[config.mk]
export PLATFORM = sky130hd
export DESIGN_NAME = bin_to_bcd_seq
export DESIGN_NICKNAME = d
export VERILOG_FILES = /design/src/rtl/bin_to_bcd_seq.sv
export SDC_FILE = /design/constraint.sdc
export NUM_CORES = 1
export LEC_CHECK = 0
export CAP_MARGIN = 20
export CORE_ASPECT_RATIO = 0.9
export CORE_MARGIN = 1
export CORE_UTILIZATION = 55
export CTS_CLUSTER_DIAMETER = 80
export DETAILED_ROUTE_END_ITERATION = 8
export PLACE_DENSITY = 0.93
export SLEW_MARGIN = 15
export SYNTH_ARGS = -nofsm -noshare
export SYNTH_HDL_FRONTEND = slang
export SYNTH_SLANG_ARGS = --single-unit
[constraint.sdc]
create_clock -name clk -period 2.4 [get_ports clk]
set_input_delay 0.24 -clock clk [delete_from_list [all_inputs] [get_ports clk]]
set_output_delay 0.24 -clock clk [all_outputs]
set_load 0.01 [all_outputs]
[src/rtl/bin_to_bcd_seq.sv]
// Sequential binary-to-BCD converter (shift-add-3), one bit per clock.
// Optional macro BCD_EXCESS3_OUT_EN: latch digits as excess-3 instead of BCD.
module bin_to_bcd_seq #(
  parameter int BIN_W  = 8,
  parameter int DIGITS = 3
) (
  input  logic                  clk,
  input  logic                  rst_n,
  input  logic                  in_valid,
  output logic                  in_ready,
  input  logic [BIN_W-1:0]      in,
  output logic                  out_valid,
  input  logic                  out_ready,
  output logic [4*DIGITS-1:0]   out,
  output logic                  busy
);

  localparam int BCD_W = 4 * DIGITS;
  localparam int SR_W  = BCD_W + BIN_W;
  localparam int CNT_W = $clog2(BIN_W + 1);

  function automatic bit range_ok();
    longint p;
    longint m;
    p = 1;
    for (int i = 0; i < DIGITS; i++) p = p * 10;
    m = (longint'(1) << BIN_W) - 1;
    return (BCD_W >= BIN_W) && (p > m);
  endfunction

  generate
    if (!range_ok()) begin : g_bad_params
      $error("bin_to_bcd_seq: DIGITS too small for BIN_W");
    end
  endgenerate

  typedef enum logic [1:0] {
    IDLE,
    SHIFT,
    DONE
  } state_t;

  state_t state, state_nx;

  logic [SR_W-1:0]  sr;
  logic [SR_W-1:0]  adj;
  logic [SR_W-1:0]  shifted;
  logic [BCD_W-1:0] res;
  logic [CNT_W-1:0] cnt;

  // state register
  always_ff @(posedge clk or negedge rst_n) begin
    if (!rst_n) state <= IDLE;
    else        state <= state_nx;
  end

  // next-state logic
  always_comb begin
    state_nx = state;
    unique case (state)
      IDLE:  if (in_valid) state_nx = SHIFT;
      SHIFT: if (cnt == CNT_W'(1)) state_nx = DONE;
      DONE:  if (out_ready) state_nx = IDLE;
      default: state_nx = IDLE;
    endcase
  end

  // per-nibble add-3 correction, then shift left by one
  always_comb begin
    adj = sr;
    for (int d = 0; d < DIGITS; d++) begin
      if (sr[BIN_W+4*d +: 4] >= 4'd5)
        adj[BIN_W+4*d +: 4] = sr[BIN_W+4*d +: 4] + 4'd3;
    end
    shifted = {adj[SR_W-2:0], 1'b0};
  end

  // result formatting at latch time
  always_comb begin
    res = shifted[SR_W-1 -: BCD_W];
`ifdef BCD_EXCESS3_OUT_EN
    for (int d = 0; d < DIGITS; d++)
      res[4*d +: 4] = shifted[BIN_W+4*d +: 4] + 4'd3;
`endif
  end

  // shift register, bit counter and output latch
  always_ff @(posedge clk or negedge rst_n) begin
    if (!rst_n) begin
      sr  <= '0;
      cnt <= '0;
      out <= '0;
    end else begin
      unique case (state)
        IDLE: begin
          if (in_valid) begin
            sr  <= {{BCD_W{1'b0}}, in};
            cnt <= CNT_W'(BIN_W);
          end
        end
        SHIFT: begin
          sr  <= shifted;
          cnt <= cnt - CNT_W'(1);
          if (cnt == CNT_W'(1)) out <= res;
        end
        default: ;
      endcase
    end
  end

  assign in_ready  = (state == IDLE) & rst_n;
  assign out_valid = (state == DONE);
  assign busy      = (state == SHIFT) | (state == DONE);

endmodule

**After elaboration in Yosys (flattened, before gate mapping)**

Index checks and enable logic that the tools add are counted.

- Bits in registers: 38
- Latch bits: 0
- RAM bits: 0
- Memory bits (read-only): 0
- Bits of input ports: 12
- Output and inout bits: 15
- Logic and storage cells: 35
- Memories kept: 0

- Add/sub/neg operators: 4
- Multipliers: 0
- Div/mod/pow operators: 0
- Order comparisons: 3
- Equal/unequal tests: 6
- Shift-type cells: 0
- Muxes and demuxes: 11
- Bitwise gates (word level): 2
- Reductions and logical operators: 5

Operator list:

| kind | number |
|---|---|
| case mux 20 bit (2 select lines) | 1 |
| two-way mux 20 bit | 1 |
| greater-or-equal comparator 4 x 3 -> 1 bit, second input constant | 3 |
| two-way mux 4 bit | 3 |
| adder 4 x 2 -> 4 bit, second input constant | 2 |
| case mux 4 bit (2 select lines) | 1 |
| two-way mux 2 bit | 3 |
| case mux 2 bit (3 select lines) | 1 |
| equality test 4 x 1 -> 1 bit, second input constant | 1 |
| != test 2 bit, second input constant | 2 |
| AND reduction 2 bit | 2 |
| subtractor 4 x 1 -> 4 bit, second input constant | 1 |
| adder 3 x 2 -> 3 bit, second input constant | 1 |
| two-way mux 3 bit | 1 |
| AND reduction 3 bit | 1 |
| equality test 2 x 1 -> 1 bit, second input constant | 1 |
| equality test 2 bit, second input constant | 1 |
| logical NOT 2 bit | 1 |
| != test 2 x 1 -> 1 bit, second input constant | 1 |
| nonzero test 2 bit | 1 |
| AND 1 bit | 1 |
| bitwise OR 1 bit | 1 |

**Longest topological paths before layout**

- Word-level depth: 3
- Gate-level depth with buffers: 7

**Worst setup path after synthesis**

No wires, ideal clock.

- Path type: register to register
- Start point: reg sr[12]
- End point: reg out[6]
- Library setup time: 0.083 ns
- Arrival: 1.444 ns
- Required time: 2.317 ns
- Path slack: 0.873 ns
- Cell stages (with the launch flop): 7
- Path through: dfrtp_1 -> inv_1 -> ha_1 -> nand2b_1 -> a21oi_1 -> mux2_2 -> o21ai_0

- Cells in the longest elaborated chain, start to end: 2

RTL lines:

| element | RTL line | source |
|---|---|---|
| start, declared | 45 | `logic [SR_W-1:0] sr;` |
| start signal, assigned | 97 | `sr <= {{BCD_W{1'b0}}, in};` |
| start signal, assigned | 102 | `sr <= shifted;` |
| adder 4 x 2 -> 4 bit / greater-or-equal comparator 4 x 3 -> 1 bit (equally long branches) | 73, 72 |  |
| two-way mux 4 bit * | 72 | `if (sr[BIN_W+4*d +: 4] >= 4'd5)` |
| end signal, assigned | 104 | `if (cnt == CNT_W'(1)) out <= res;` |
| end, declared | 14 | `output logic [4*DIGITS-1:0] out,` |

Every way passes the cells marked *; elsewhere a longest branch is shown, timed or not.
A chain may end at the register's enable or synchronous reset.

**Worst setup path after layout**

- Start point: reg state[0]
- End point: out in_ready

- Cells in the longest elaborated chain, start to end: 2

RTL lines:

| element | RTL line | source |
|---|---|---|
| start, declared | 43 | `state_t state, state_nx;` |
| start signal, assigned | 54 | `else state <= state_nx;` |
| logical NOT 2 bit | 111 | `assign in_ready = (state == IDLE) & rst_n;` |
| AND 1 bit | 111 |  |
| end, declared | 10 | `output logic in_ready,` |

No other way between the ends.

==> out/qor.txt <==
Status = finished clean
Die outline area = 3648 µm²
Cell Chain, Critical Path = inv_1, ha_1, and2_1, clkdlybuf4s50_1
Post-Syn Area = 1876 µm²
CTS Hold Buffers Added = 0
Core area = 3138 µm²
Die W = 63.56 µm
Synth area leaders = dfrtp_1 51%, ha_1 7.3%, o21ai_0 6.1%
Slew at the pin closest to its max-slew limit = 0.4893 ns
CP Launch Point = state[0]
Max incr delay on CP = 0.53 ns
Minimum clock period = 2.211 ns
Endpoint class of the critical path = primary output
Area leader, netlist = dfrtp_1
Pwr/cell area = 1316 nW/µm²
Setup crit start kind = flip-flop
Congestion Overflow GR = 0
Ys async rst share = 1.000
Max-cap violations = 0
Worst path top cell family by delay = buffers and inverters
Initial antenna violation count = 0
Slew HR = 0.6738
Total negative setup slack = 0 ns
Setup violations, final = 0
Slew Viols, Final = 0
Yosys cell types = 30
Share of the core filled with cells = 0.7157
Num CTS Buffers = 5
Post-CTS Resized = 0
Pwr Total = 2.956 mW
Clk sinks = 38
Worst hold-check slack = 0.00003642 ns
Clock root buffer = clkbuf_8
Port Buf Inserts = 26
Starting Density = 0.5977
Slowest-stage cell, CP = clkdlybuf4s50_1
Main flop type after synthesis = dfrtp_1
Vias in the first global route = 1407
Die height = 57.40 µm
Synth Instances = 185
EDFF count, synth = 0
Clk buf depth = 2
Final wirelength = 3548 µm
Final Hold Viols = 0
Seq/Total Area, Yosys = 0.5070
Tcrit/Tclk final = 0.9212
Pin count of the biggest net entering global routing = 39
Clk_lat worst skew = 0.29 ns
Syn Nets = 208
Number of I/O pins = 27
CTS tree = yes
Global-route wire length before repair = 6210 µm
Crit path required time = 2.16 ns
# Post-CTS Setup Buffers = 0
YS warnings = 0
Nets = 238
Critical path class = reg -> out
DRC Markers = 0
DR pass1 iterations = 4
Vias per cell = 5.661
Worst r2r src = state[0]
Routed Antenna Nets = 0
# rows = 19
Synth top area share = 0.5070
Initial DRC Count = 133
Worst-path clk slew = 0.06 ns
Total Routing Usage GR = 0.2225
Final RePlAce weighted congestion = 0.8197
Post-DP HPWL = 2586 µm
Vias after detailed routing = 1455
Critical path fanouts, max = 13
Maximum clock frequency = 452.3 MHz
Seq cells post-synth = 38
RSZ-0062 raised after global routing = no
Share of cells above drive strength 1 = 0.09302
Diode count = 0
Avg Inst Size Synth = 10.14 µm²
Setup Skew = 0.001965 ns
Worst R2R Setup Slack = 0.40 ns
CP Data Arrival Time = 1.97 ns
Routed WL per cell = 13.81 µm
Maximum vdd drop = 0.6900 mV
Area grow syn2layout = 19.75%
Leak = 0.9596 nW
Hold crit path type = in -> async
H-tree level count = 2
Worst Path Buf+Inv = 2
synth_stat cells (2+ instances only):
| master | instances |
|---|---|
| dfrtp_1 | 38 |
| clkbuf_1 | 2 |
| a21oi_1 | 15 |
| nor3b_1 | 5 |
| o21ai_0 | 23 |
| xnor2_1 | 3 |
| o22ai_1 | 16 |
| buf_2 | 2 |
| nand2_2 | 2 |
| nor2_1 | 3 |
| nand2b_1 | 3 |
| mux2_2 | 5 |
| nand2_1 | 20 |
| buf_4 | 2 |
| a32o_1 | 3 |
| inv_1 | 13 |
| ha_1 | 11 |
| mux2i_1 | 3 |
| o31ai_1 | 3 |
| nand3_1 | 3 |
cells in the final DEF (no fill, tap or decap), drive strengths merged:
master / n
nand2b: 4
o21ai: 25
o31ai: 3
ha: 11
o22a: 1
inv: 13
o22ai: 16
mux2i: 3
a21oi: 15
mux2: 5
nand3: 3
and2: 2
nand2: 22
nor3: 1
nor3b: 5
nor2: 3
clkbuf: 7
a22o: 1
xnor2: 3
a32o: 3
o2bb2ai: 1
buf: 5
clkdlybuf4s50: 25
dfrtp: 38
per-layer routing:
layer	GRT usage	vias up	wire [µm]	share of wire
li1	-	719	-	-
met1	0.2883	701	1681	0.47
met2	0.3587	28	1684	0.47
met3	0.05600	7	125	0.035
met4	0.09091	0	56	0.016
met5	0	-	0	0
sequential cells by signal, summed over array words and instances, names as in the netlist:
| register | cells |
|---|---|
| cnt | 4 |
| state | 2 |
| sr | 20 |
| out | 12 |
cell type report:
cell class                 instances  area (µm²)
sequential                        38       950.9
timing repair buffer              30       285.3
inverter                          13       48.80
multi-input combinational        127       832.0
fill                             244       892.1
tap                               42       52.55
clock buffer                       7       76.32
cell families after synthesis:
family	Yosys count	synth area share
buffers and inverters	20	0.04937
adder cells (fa/ha/maj)	11	0.07338
XOR/XNOR	3	0.01401
AO/OA/AOI/OAI	65	0.2041
flip-flops	38	0.5070
multiplexers	8	0.04603
AND/OR/NAND/NOR	40	0.1061
where the power goes:
part           switching (mW)  internal (mW)
logic                   0.788          0.671
clock network           0.205          0.200
registers               0.193          0.900
total                    1.18           1.77
per-stage QoR:
step	setup slack (ns)	std cells	area, µm²
2_1_floorplan	0.8735	185	1876
3_3_place_gp	0.5493	250	2170
3_5_place_dp	0.4267	250	2170
4_1_cts	0.1809	257	2246
5_1_grt	0.03518	257	2246
6_report	0.1890	257	2246
final timing paths:
check,end,cells past startpoint
setup reg to reg,sr[19],6
max in group asynchronous,out[3],2
hold / removal,state[0],2
setup / recovery,in_ready,4
min in group clk,out[4],2
hold reg to reg,out[4],2
Power figures use the tool's default switching activity.
